$ cat config.mk
export PLATFORM = sky130hd
export DESIGN_NAME = uart_tx_arbiter
export DESIGN_NICKNAME = d
export VERILOG_FILES = /design/src/rtl/uart_tx_arbiter.sv
export SDC_FILE = /design/constraint.sdc
export NUM_CORES = 1
export LEC_CHECK = 0
export ABC_AREA = 1
export BUFFER_PORTS_ARGS = -buffer_cell sky130_fd_sc_hd__buf_2
export CORE_MARGIN = 10
export CORE_UTILIZATION = 45
export CTS_CLUSTER_DIAMETER = 200
export CTS_CLUSTER_SIZE = 16
export DETAILED_ROUTE_END_ITERATION = 7
export PLACE_DENSITY_LB_ADDON = 0.08
export RECOVER_POWER = 100
export SYNTH_ARGS = -nofsm -noshare
export SYNTH_HDL_FRONTEND = slang
export SYNTH_SLANG_ARGS = --single-unit
$ cat constraint.sdc
create_clock -name clk -period 2.12 [get_ports clk]
set_input_delay 0.424 -clock clk [delete_from_list [all_inputs] [get_ports clk]]
set_output_delay 0.424 -clock clk [all_outputs]
set_load 0.02 [all_outputs]
$ cat src/rtl/uart_tx_arbiter.sv
// rtl/uart_tx_arbiter.sv - round-robin arbiter sharing one uarttx transmitter between NUM_REQ requesters
// Define UART_ARB_TIMEOUT_EN to abort a WAIT that sees no donetx rise within TIMEOUT_CYCLES.
module uart_tx_arbiter #(
   parameter int NUM_REQ        = 4,
   parameter int CLK_FREQ       = 1000000,
   parameter int BAUD_RATE      = 9600,
   parameter int TIMEOUT_CYCLES = 4096
) (
   input  logic                 clk,
   input  logic                 rst,
   input  logic [NUM_REQ-1:0]   req,
   input  logic [8*NUM_REQ-1:0] din,
   output logic [NUM_REQ-1:0]   ack,
   output logic [NUM_REQ-1:0]   cmpl,
   output logic                 busy,
   output logic                 err,
   output logic                 send,
   output logic [7:0]           dintx,
   input  logic                 donetx
);
   localparam int CLKCOUNT = CLK_FREQ / BAUD_RATE;
   // One full period of the transmitter's divided clock, so its FSM cannot miss send.
   localparam int HOLD     = 2 * (CLKCOUNT / 2 + 1);
   localparam int PTR_W    = $clog2(NUM_REQ);
   localparam int HOLD_W   = $clog2(HOLD + 1);

   typedef enum logic [1:0] {IDLE, SEND, WAIT} state_t;

   state_t             state, state_n;
   logic [PTR_W-1:0]   rr_ptr, rr_ptr_n;
   logic [PTR_W-1:0]   gsel, gsel_n;
   logic [PTR_W-1:0]   pick, cand;
   logic               found;
   logic [HOLD_W-1:0]  hold_cnt, hold_cnt_n;
   logic               donetx_q;
   logic               rise;
   logic [NUM_REQ-1:0] ack_n, cmpl_n;
   logic               send_n;
   logic [7:0]         dintx_n;

   assign rise = donetx & ~donetx_q;

   // First requester strictly after the last winner, wrapping modulo NUM_REQ.
   always_comb begin
      found = 1'b0;
      pick  = '0;
      cand  = '0;
      for (int k = 1; k <= NUM_REQ; k++) begin
         cand = PTR_W'((int'(rr_ptr) + k) % NUM_REQ);
         if (!found && req[cand]) begin
            found = 1'b1;
            pick  = cand;
         end
      end
   end

`ifdef UART_ARB_TIMEOUT_EN
   localparam int TO_W = $clog2(TIMEOUT_CYCLES);

   logic [TO_W-1:0] to_cnt, to_cnt_n;
   logic            timeout;
   logic            err_n;

   assign timeout  = (to_cnt == TO_W'(TIMEOUT_CYCLES - 1));
   assign to_cnt_n = (state == WAIT && state_n == WAIT) ? to_cnt + 1'b1 : '0;

   always_ff @(posedge clk) begin
      if (rst) begin
         to_cnt <= '0;
         err    <= 1'b0;
      end else begin
         to_cnt <= to_cnt_n;
         err    <= err_n;
      end
   end
`else
   assign err = 1'b0;
`endif

   always_comb begin
      state_n    = state;
      rr_ptr_n   = rr_ptr;
      gsel_n     = gsel;
      hold_cnt_n = hold_cnt;
      ack_n      = '0;
      cmpl_n     = '0;
      send_n     = send;
      dintx_n    = dintx;
`ifdef UART_ARB_TIMEOUT_EN
      err_n      = 1'b0;
`endif
      case (state)
         IDLE: begin
            if (found) begin
               gsel_n      = pick;
               rr_ptr_n    = pick;
               dintx_n     = din[8*pick +: 8];
               ack_n[pick] = 1'b1;
               send_n      = 1'b1;
               hold_cnt_n  = '0;
               state_n     = SEND;
            end
         end
         SEND: begin
            if (hold_cnt == HOLD_W'(HOLD - 1)) begin
               send_n     = 1'b0;
               hold_cnt_n = '0;
               state_n    = WAIT;
            end else begin
               hold_cnt_n = hold_cnt + 1'b1;
            end
         end
         WAIT: begin
            if (rise) begin
               cmpl_n[gsel] = 1'b1;
               state_n      = IDLE;
            end
`ifdef UART_ARB_TIMEOUT_EN
            else if (timeout) begin
               err_n   = 1'b1;
               state_n = IDLE;
            end
`endif
         end
         default: state_n = IDLE;
      endcase
   end

   always_ff @(posedge clk) begin
      if (rst) begin
         state    <= IDLE;
         rr_ptr   <= PTR_W'(NUM_REQ - 1);
         gsel     <= '0;
         hold_cnt <= '0;
         donetx_q <= 1'b0;
         ack      <= '0;
         cmpl     <= '0;
         busy     <= 1'b0;
         send     <= 1'b0;
         dintx    <= 8'h00;
      end else begin
         state    <= state_n;
         rr_ptr   <= rr_ptr_n;
         gsel     <= gsel_n;
         hold_cnt <= hold_cnt_n;
         donetx_q <= donetx;
         ack      <= ack_n;
         cmpl     <= cmpl_n;
         busy     <= (state_n != IDLE);
         send     <= send_n;
         dintx    <= dintx_n;
      end
   end
endmodule

==> flow_metrics.env, run 1 <==
export IMPL_status="finished clean"
export IMPL_synthFlopType="dfxtp_1"
export IMPL_clockRootBuffer="clkbuf_8"
export IMPL_critPathRequiredTime_ps=2340
export IMPL_synth_area_leader_cell="dfxtp_1"
export IMPL_synthTopCellsByArea="dfxtp_1 (35%), nand2_1 (13%), nand3_1 (9.7%)"
export IMPL_rsz0062_at_grt="false"
export IMPL_tritoncts="yes"
export IMPL_finalSetupTns_ps=0
export IMPL_port_buffers=56
export IMPL_fp_coreArea_um2=3943
export IMPL_cts_made_buffers=5
export IMPL_grt_max_degree=20
export IMPL_pin_count=58
export IMPL_p_sw_mw=1.888
export IMPL_synth_seq_cells=32
export IMPL_internal_power_mw=1.892
export IMPL_via_per_inst=4.976
export IMPL_hpwlAfterDp_um=3725
export IMPL_syn_num_nets=301
export IMPL_post_cts_setup_buffer_count=0
export IMPL_firstDrtPassIters=4
export IMPL_arrival_ps=2110
export IMPL_yosys_warnings=0
export IMPL_wl_per_cell_um=12.74
export IMPL_syn_to_final_growth_pct=23.76
export IMPL_drt_antenna_violating_nets=0
export IMPL_die_x_um=83.45
export IMPL_drc=0
export IMPL_placementRows=23
export IMPL_synth_most_common_cell="nand2_1"
export IMPL_drv_cap=0
export IMPL_dieArea_um2=6964
export IMPL_ctsLongestPathBuffers=2
export IMPL_initial_core_util_pct=45.95
export IMPL_p_clk_share_pct=15.0
export IMPL_syn_inst=260
export IMPL_drv_slew=0
export IMPL_final_layout_size_suffix_gt1_share_pct=26.54
export IMPL_clock_sinks=32
export IMPL_ys_seq_area_share_pct=35.36
export IMPL_antenna_found_initial=0
export IMPL_critPathLaunchType="flip-flop"
export IMPL_min_period_ps=1883
export IMPL_critical_path_class="flip-flop to flip-flop"
export IMPL_synth_edf_count=0
export IMPL_gp_congestion=0.7817
export IMPL_drtIter0Drc=50
export IMPL_synth_top_area_share_pct=35.36
export IMPL_wl_um=4763
export IMPL_vias=1861
export IMPL_path_max_fanout=18
export IMPL_irDropWorstVdd_mv=0.7814
export IMPL_p_seq_share_pct=22.8
export IMPL_max_freq_ghz=0.5312
export IMPL_fin_nets=364
export IMPL_synth_area_um2=1812
export IMPL_swShare_pct=49.95
export IMPL_end_kind="flip-flop"
export IMPL_avgSynthCellArea_um2=6.968
export IMPL_h_tree_depth=2
export IMPL_grt_ovfl_total=0
export IMPL_setup_viol=0
export IMPL_power_leakage_nw=1.037
export IMPL_synthArstFlopShare_pct=0
export IMPL_finalHoldViolCount=0
export IMPL_num_antenna_cells=0
export IMPL_grt_pass1_vias=1799
export IMPL_clk_insertion_delay_late_ps=290
export IMPL_grt_usage_pct=13.52
export IMPL_holdBufCountCts=0
export IMPL_power_density_nw_per_um2=1686
export IMPL_power_frac_comb_pct=62.2
export IMPL_final_util_pct=56.87
export IMPL_num_fill_cells=438
export IMPL_grt_first_pass_wirelength_um=7997
export IMPL_post_route_period_util_pct=88.80
export IMPL_die_h_um=83.45
export IMPL_ys_types=28
export IMPL_synth_commonest_cells="nand2_1 (62), nand3_1 (35), dfxtp_1 (32), nor2_1 (26), inv_1 (19)"
export IMPL_hold_class="input pin to flip-flop"
export IMPL_clk_pin_slew_worst_paths_ps=70
export IMPL_fin_hold_ws_ps=347.6
export IMPL_fin_worst_skew_ps=5.947
## worst paths after layout
path / startpoint / to / slack (ps) / cells after the start
setup / recovery: rr_ptr[0] / dintx[1] / 240 / 14
hold reg to reg: send / send / 470 / 2
setup reg to reg: rr_ptr[0] / dintx[1] / 240 / 14
hold / removal: donetx / donetx_q / 350 / 3
## registers in the layout, indices dropped and copies added (netlist names)
register	count
dintx	8
hold_cnt	7
ack	4
cmpl	4
gsel	2
rr_ptr	2
state	2
busy	1
donetx_q	1
send	1
## layout by cell type, fill, tap and decap left out, drive strengths merged
cell | netlist | final
nand2 | 78 | 78
buf | 9 | 46
nand3 | 42 | 42
dfxtp | 32 | 32
nor2 | 29 | 29
clkbuf | 2 | 27
inv | 22 | 22
o21ai | 13 | 13
a21oi | 10 | 10
nor3 | 9 | 9
nand4 | 3 | 3
o211ai | 2 | 2
xor2 | 2 | 2
o22ai | 2 | 2
ha | 2 | 2
a221oi | 1 | 1
a31oi | 1 | 1
conb | 1 | 1
bufinv | 0 | 1
clkinv | 0 | 1
## what timing repair did
| action | CTS | global route |
|---|---|---|
| gates resized for setup | 1 | 5 |
| endpoints found under the hold margin | 0 | 0 |
| setup endpoints to repair | 9 | 14 |
| pin swaps | 0 | 1 |
## critical path, cell delays in order, from the launching register on
cell and delay [ps]:
dfxtp_2 340, buf_4 150, nand2_1 100, nand2_1 70
nand2_2 70, nand2_2 60, nor2_4 120, nand3_2 120
nand2_2 110, nand2_4 150, nor2_4 230, nand2_1 90
nand2_1 60, nor2_1 50, nor2_1 80
## per-stage QoR
| step | instance area, um^2 | std cells | power, mW | setup WS, ps |
|---|---|---|---|---|
| 3_3_place_gp | 2142 | 366 | 3.203 | -58.37 |
| 2_1_floorplan | 1812 | 260 | 2.757 | 333.5 |
| 4_1_cts | 2253 | 374 | 3.807 | 79.42 |
| 6_report | 2242 | 374 | 3.780 | 237.4 |
| 5_1_grt | 2242 | 374 | 4.149 | 28.89 |
| 3_5_place_dp | 2142 | 366 | 3.217 | -95.30 |
## power by group through the flow
stage,Clock [mW],Sequential [mW],Combinational [mW]
after floorplan,0,0.977,1.78
after global placement,0,0.870,2.33
after detailed placement,0,0.866,2.35
after CTS,0.579,0.856,2.37
after global routing,0.611,0.883,2.65
final,0.568,0.861,2.35
## layer usage
| layer | up-vias | part of all wire [%] | global-route usage [%] |
|---|---|---|---|
| met5 | - | 0 | 0 |
| met4 | 0 | 1.5 | 4.566 |
| met3 | 8 | 8.8 | 6.836 |
| met2 | 45 | 49 | 22.89 |
| met1 | 838 | 41 | 14.17 |
| li1 | 970 | - | - |
## logic make-up (layout without fill, tap and decap cells)
group | after synthesis | count (layout) | synth area share (%)
XOR/XNOR | 2 | 2 | 0.9670
adder cells (fa/ha/maj) | 2 | 2 | 1.381
AND/OR/NAND/NOR | 161 | 161 | 43.23
buffers and inverters | 33 | 97 | 9.945
other | 1 | 1 | 0.2070
flip-flops | 32 | 32 | 35.36
AO/OA/AOI/OAI | 29 | 29 | 8.909
## final cells by class
| type | instances | area, um^2 | share of cell area, % |
|---|---|---|---|
| Tap cell | 50 | 62.56 | 2.790 |
| Multi-Input combinational cell | 195 | 1013 | 45.20 |
| Clock buffer | 6 | 72.57 | 3.237 |
| Clock inverter | 2 | 35.03 | 1.563 |
| Timing Repair Buffer | 67 | 331.6 | 14.79 |
| Inverter | 22 | 85.08 | 3.795 |
| Sequential cell | 32 | 641.9 | 28.63 |
(Power assumes the default switching activity.)
==> run 2: changes to the inputs <==
Settings changed: PLACE_DENSITY from default to 0.72, PLACE_DENSITY_LB_ADDON 0.08 to default.
==> flow_metrics.env, run 2 (synthesized netlist as in run 1, its figures left out) <==
export IMPL_status="finished clean"
export IMPL_drv_cap=0
export IMPL_final_common_cell="nand2_1"
export IMPL_hp_start="donetx"
export IMPL_path_max_fanout=13
export IMPL_internal_power_mw=1.861
export IMPL_holdPathStages=3
export IMPL_post_cts_setup_buffer_count=0
export IMPL_whs_endpoint="donetx_q"
export IMPL_critPathRequiredTime_ps=2350
export IMPL_dieArea_um2=6964
export IMPL_holdBufCountCts=0
export IMPL_placed_cell_area_um2=2155
export IMPL_hpwlAfterDp_um=3677
export IMPL_wl_um=4685
export IMPL_final_layout_size_suffix_gt1_share_pct=27.16
export IMPL_largest_register_ffs=8
export IMPL_drt_antenna_violating_nets=0
export IMPL_grt_first_pass_wirelength_um=8066
export IMPL_final_util_pct=56.97
export IMPL_clk_pin_slew_worst_paths_ps=70
export IMPL_cts_made_buffers=5
export IMPL_post_route_period_util_pct=89.62
export IMPL_reg2reg_depth=16
export IMPL_h_tree_depth=2
export IMPL_end_kind="flip-flop"
export IMPL_via_per_inst=4.965
export IMPL_clk_insertion_delay_late_ps=290
export IMPL_fin_nets=364
export IMPL_grt_usage_pct=13.55
export IMPL_die_h_um=83.45
export IMPL_finalHoldViolCount=0
export IMPL_antenna_found_initial=0
export IMPL_top_register="dintx"
export IMPL_die_x_um=83.45
export IMPL_irDropWorstVdd_mv=0.6874
export IMPL_grt_pass1_vias=1887
export IMPL_swShare_pct=50.22
export IMPL_power_leakage_nw=1.040
export IMPL_max_freq_ghz=0.5263
export IMPL_finalSetupTns_ps=0
export IMPL_final_cell_mix="nand2_1 (62), buf_2 (37), nand3_1 (35), dfxtp_1 (30), nor2_1 (26)"
export IMPL_grt_ovfl_total=0
export IMPL_reg_top3="dintx: 8 flops, hold_cnt: 7 flops"
export IMPL_tritoncts="yes"
export IMPL_pin_count=58
export IMPL_layout_cells_non_filler=374
export IMPL_vias=1857
export IMPL_critPathLaunchType="flip-flop"
export IMPL_fin_worst_skew_ps=6.696
export IMPL_hold_class="input pin to flip-flop"
export IMPL_p_clk_share_pct=12.6
export IMPL_dpl_cell_count=366
export IMPL_initial_core_util_pct=45.95
export IMPL_power_density_nw_per_um2=1665
export IMPL_r2r_start="rr_ptr[0]"
export IMPL_fp_coreArea_um2=3943
export IMPL_ctsLongestPathBuffers=2
export IMPL_p_sw_mw=1.878
export IMPL_setup_slack_ps=220.1
export IMPL_drtIter0Drc=110
export IMPL_port_buffers=56
export IMPL_syn_to_final_growth_pct=23.96
export IMPL_regToRegSetupSlack_ps=220
export IMPL_arrival_ps=2130
export IMPL_fin_hold_ws_ps=354.7
export IMPL_drc=0
export IMPL_timing_rr_end="dintx[5]"
export IMPL_rsz0062_at_grt="false"
export IMPL_drv_slew=0
export IMPL_firstDrtPassIters=4
export IMPL_min_period_ps=1900
export IMPL_gp_congestion=0.8597
export IMPL_num_antenna_cells=0
export IMPL_placementRows=23
export IMPL_setup_viol=0
export IMPL_p_total_mw=3.739
export IMPL_wl_per_cell_um=12.53
export IMPL_place_ws_ps=-61.20
export IMPL_grt_max_degree=21
export IMPL_num_fill_cells=391
export IMPL_power_frac_comb_pct=63.9
export IMPL_fin_area_um2=2246
export IMPL_clockRootBuffer="clkbuf_8"
export IMPL_critical_path_class="flip-flop to flip-flop"
export IMPL_p_seq_share_pct=23.4
export IMPL_clock_sinks=32
-- run 2: cell count changes in the layout (fill, tap and decap cells not counted), sizes merged --
cell / change
buf: +1
bufinv: -1
clkbuf: -1
clkinv: +1
-- run 2: critical path: stages (launching register included) --
cell     delay, ps
dfxtp_4        380
inv_4           80
nand2_1         90
nand2_2         70
nand2_1         90
nand2_1         70
inv_1           70
buf_4          110
nand3_4         90
nand2_1         90
nand2_2         70
buf_12         150
nor2_4         200
nand2_1         80
nand2_1         70
nor2_1          50
nor2_1          70
-- run 2: final cells by class --
class	instances	area, um^2	share of cell area [%]
multi-input combinational	195	1010	44.96
sequential	32	648.1	28.86
timing repair buffer	67	347.8	15.49
inverter	22	85.08	3.788
clock buffer	6	82.58	3.677
tap	50	62.56	2.786
clock inverter	2	10.01	0.4457
-- run 2: how the worst max path moves through the flow --
| stage | start | to | depth (start not counted) |
|---|---|---|---|
| 2_1_floorplan | rr_ptr[0] | dintx[0] | 17 |
| 3_3_place_gp | rr_ptr[0] | dintx[6] | 12 |
| 3_5_place_dp | rr_ptr[0] | dintx[0] | 11 |
| 4_1_cts | rr_ptr[0] | dintx[0] | 13 |
| 5_1_grt | rr_ptr[0] | dintx[4] | 16 |
| 6_report | rr_ptr[0] | dintx[5] | 16 |
-- run 2: power groups by stage --
stage	registers, mW	clock network [mW]	logic, mW
floorplan	0.977	0	1.78
global placement	0.875	0	2.35
detailed placement	0.874	0	2.38
CTS	0.864	0.490	2.40
global route	0.895	0.512	2.70
finish	0.876	0.473	2.39
-- run 2: routing by layer --
| metal | wire, um | track usage, % |
|---|---|---|
| met1 | 2184 | 15.61 |
| met2 | 1949 | 20.29 |
| met3 | 463 | 7.031 |
| met4 | 87 | 6.240 |
| met5 | 0 | 0 |
-- run 2: repair_timing --
item | CTS | global route
resized for setup | 1 | 7
pin swaps | 0 | 2
endpoints found under the setup margin | 9 | 10
hold endpoints to repair | 0 | 0
==> run 3: changes to the inputs <==
Settings changed: CELL_PAD_IN_SITES_DETAIL_PLACEMENT from default to 1, CELL_PAD_IN_SITES_GLOBAL_PLACEMENT from default to 1, CORE_UTILIZATION 45 to 38, PLACE_DENSITY 0.72 to 0.82.
Clock period 2.12 ns to 2.3 ns, I/O delays scaled along.
==> flow_metrics.env, run 3 (synthesized netlist as in run 1, its figures left out) <==
export IMPL_drc=0
export IMPL_max_freq_ghz=0.4967
export IMPL_fin_worst_skew_ps=8.059
export IMPL_drtIter0Drc=32
export IMPL_power_leakage_nw=0.9986
export IMPL_h_tree_depth=2
export IMPL_grt_usage_pct=14.50
export IMPL_irDropWorstVdd_mv=0.5157
export IMPL_grt_max_degree=21
export IMPL_holdBufCountCts=0
export IMPL_setup_viol=0
export IMPL_clockRootBuffer="clkbuf_8"
export IMPL_grt_pass1_vias=2000
export IMPL_fin_nets=357
export IMPL_arrival_ps=2230
export IMPL_grt_first_pass_wirelength_um=9273
export IMPL_crit_top_cell="nand2_1"
export IMPL_pin_count=58
export IMPL_rsz0062_at_grt="false"
export IMPL_num_fill_cells=641
export IMPL_crit_family="simple AND/OR/NAND/NOR gates"
export IMPL_post_cts_setup_buffer_count=0
export IMPL_finalHoldViolCount=0
export IMPL_top_register="dintx"
export IMPL_critPathLaunchType="flip-flop"
export IMPL_grt_ovfl_total=0
export IMPL_die_x_um=89.05
export IMPL_finalSetupTns_ps=0
export IMPL_die_h_um=89.05
export IMPL_crit_path_max_incr_delay_ps=460
export IMPL_fp_coreArea_um2=4661
export IMPL_worstPathCellList="inv_2 > nand2_1 > nand2_1 > nand2_2 > nand2_2 > nor2_4 > nand3_2 > nand2_2 > nand2_4 > nor2_4 > nand2_1 > nand2_1 > nor2_1 > nor2_1"
export IMPL_ctsLongestPathBuffers=2
export IMPL_port_buffers=56
export IMPL_dpl_cell_count=363
export IMPL_firstDrtPassIters=4
export IMPL_reg_top3="dintx: 8 flops, hold_cnt: 7 flops"
export IMPL_via_per_inst=5.111
export IMPL_post_route_period_util_pct=87.53
export IMPL_dieArea_um2=7930
export IMPL_num_antenna_cells=0
export IMPL_gp_congestion=0.8936
export IMPL_wl_um=5436
export IMPL_drt_antenna_violating_nets=0
export IMPL_final_cell_mix="nand2_1 (62), buf_2 (37), nand3_1 (35), dfxtp_1 (32), nor2_1 (26)"
export IMPL_cts_resized=0
export IMPL_critical_path_class="flip-flop to flip-flop"
export IMPL_largest_register_ffs=8
export IMPL_crit_buf_inv=1
export IMPL_antenna_found_initial=0
export IMPL_drv_cap=0
export IMPL_initial_core_util_pct=38.87
export IMPL_critPathSlowestCell="dfxtp_1"
export IMPL_drv_slew=0
export IMPL_final_layout_size_suffix_gt1_share_pct=24.37
export IMPL_vias=1891
export IMPL_hpwlAfterDp_um=4372
export IMPL_seqCellArea_um2=640.6
export IMPL_status="finished clean"
export IMPL_critPathRequiredTime_ps=2520
export IMPL_placementRows=25
export IMPL_power_density_nw_per_um2=1520
export IMPL_layout_cells_non_filler=370
export IMPL_wl_per_cell_um=14.69
export IMPL_syn_to_final_growth_pct=19.96
export IMPL_end_kind="flip-flop"
export IMPL_tritoncts="yes"
export IMPL_clock_sinks=32
export IMPL_cts_made_buffers=5
export IMPL_hold_class="input pin to flip-flop"
export IMPL_min_period_ps=2013
export IMPL_final_common_cell="nand2_1"
export IMPL_clk_pin_slew_worst_paths_ps=70
export IMPL_multi_input_area_um2=1007
export IMPL_path_max_fanout=20
export IMPL_clk_insertion_delay_late_ps=280
run 3: power by group:
| part | switching, mW | leakage (nW) | internal [mW] |
|---|---|---|---|
| Combinational | 1.46 | 0.695 | 0.650 |
| Clock | 0.193 | 0.0410 | 0.205 |
| Sequential | 0.0936 | 0.263 | 0.703 |
run 3: final timing paths:
check	from	to	slack (ps)	cells past startpoint
hold reg to reg	gsel[1]	cmpl[1]	490	1
setup / recovery	rr_ptr[1]	dintx[3]	290	14
setup reg to reg	rr_ptr[1]	dintx[3]	290	14
hold / removal	donetx	donetx_q	410	3
run 3: stage by stage:
stage | power (mW) | hold slack (ps) | worst slack [ps] | area (um^2) | util [%]
2_1_floorplan | 2.541 | 441.8 | 513.5 | 1812 | -
3_3_place_gp | 2.860 | 455.6 | 129.7 | 2107 | 45.21
3_5_place_dp | 2.924 | 478.5 | 20.94 | 2107 | 45.21
4_1_cts | 3.344 | 411.5 | 3.697 | 2185 | 46.87
5_1_grt | 3.642 | 440.4 | 5.077 | 2173 | 46.63
6_report | 3.303 | 406.2 | 286.7 | 2173 | 46.63
run 3: worst register-to-register path, delay by kind of cell, from the launching register on:
family,cells,cell delay (ps)
buf+inv,1,120
flops,1,460
simple gates,13,1380
run 3: per-layer routing:
metal / share of wire [%] / track usage (%) / routed length (um)
met1: 44 / 16.06 / 2400
met2: 46 / 25.07 / 2494
met3: 9.0 / 6.290 / 491
met4: 0.92 / 3.324 / 50
met5: 0 / 0 / 0
run 3: cell type report:
cell class	instances	area share, %
Inverter	22	3.915
Timing Repair Buffer	60	13.59
Multi-Input combinational cell	195	46.34
Clock buffer	6	3.339
Tap cell	54	3.109
Sequential cell	32	29.48
Clock inverter	1	0.2303
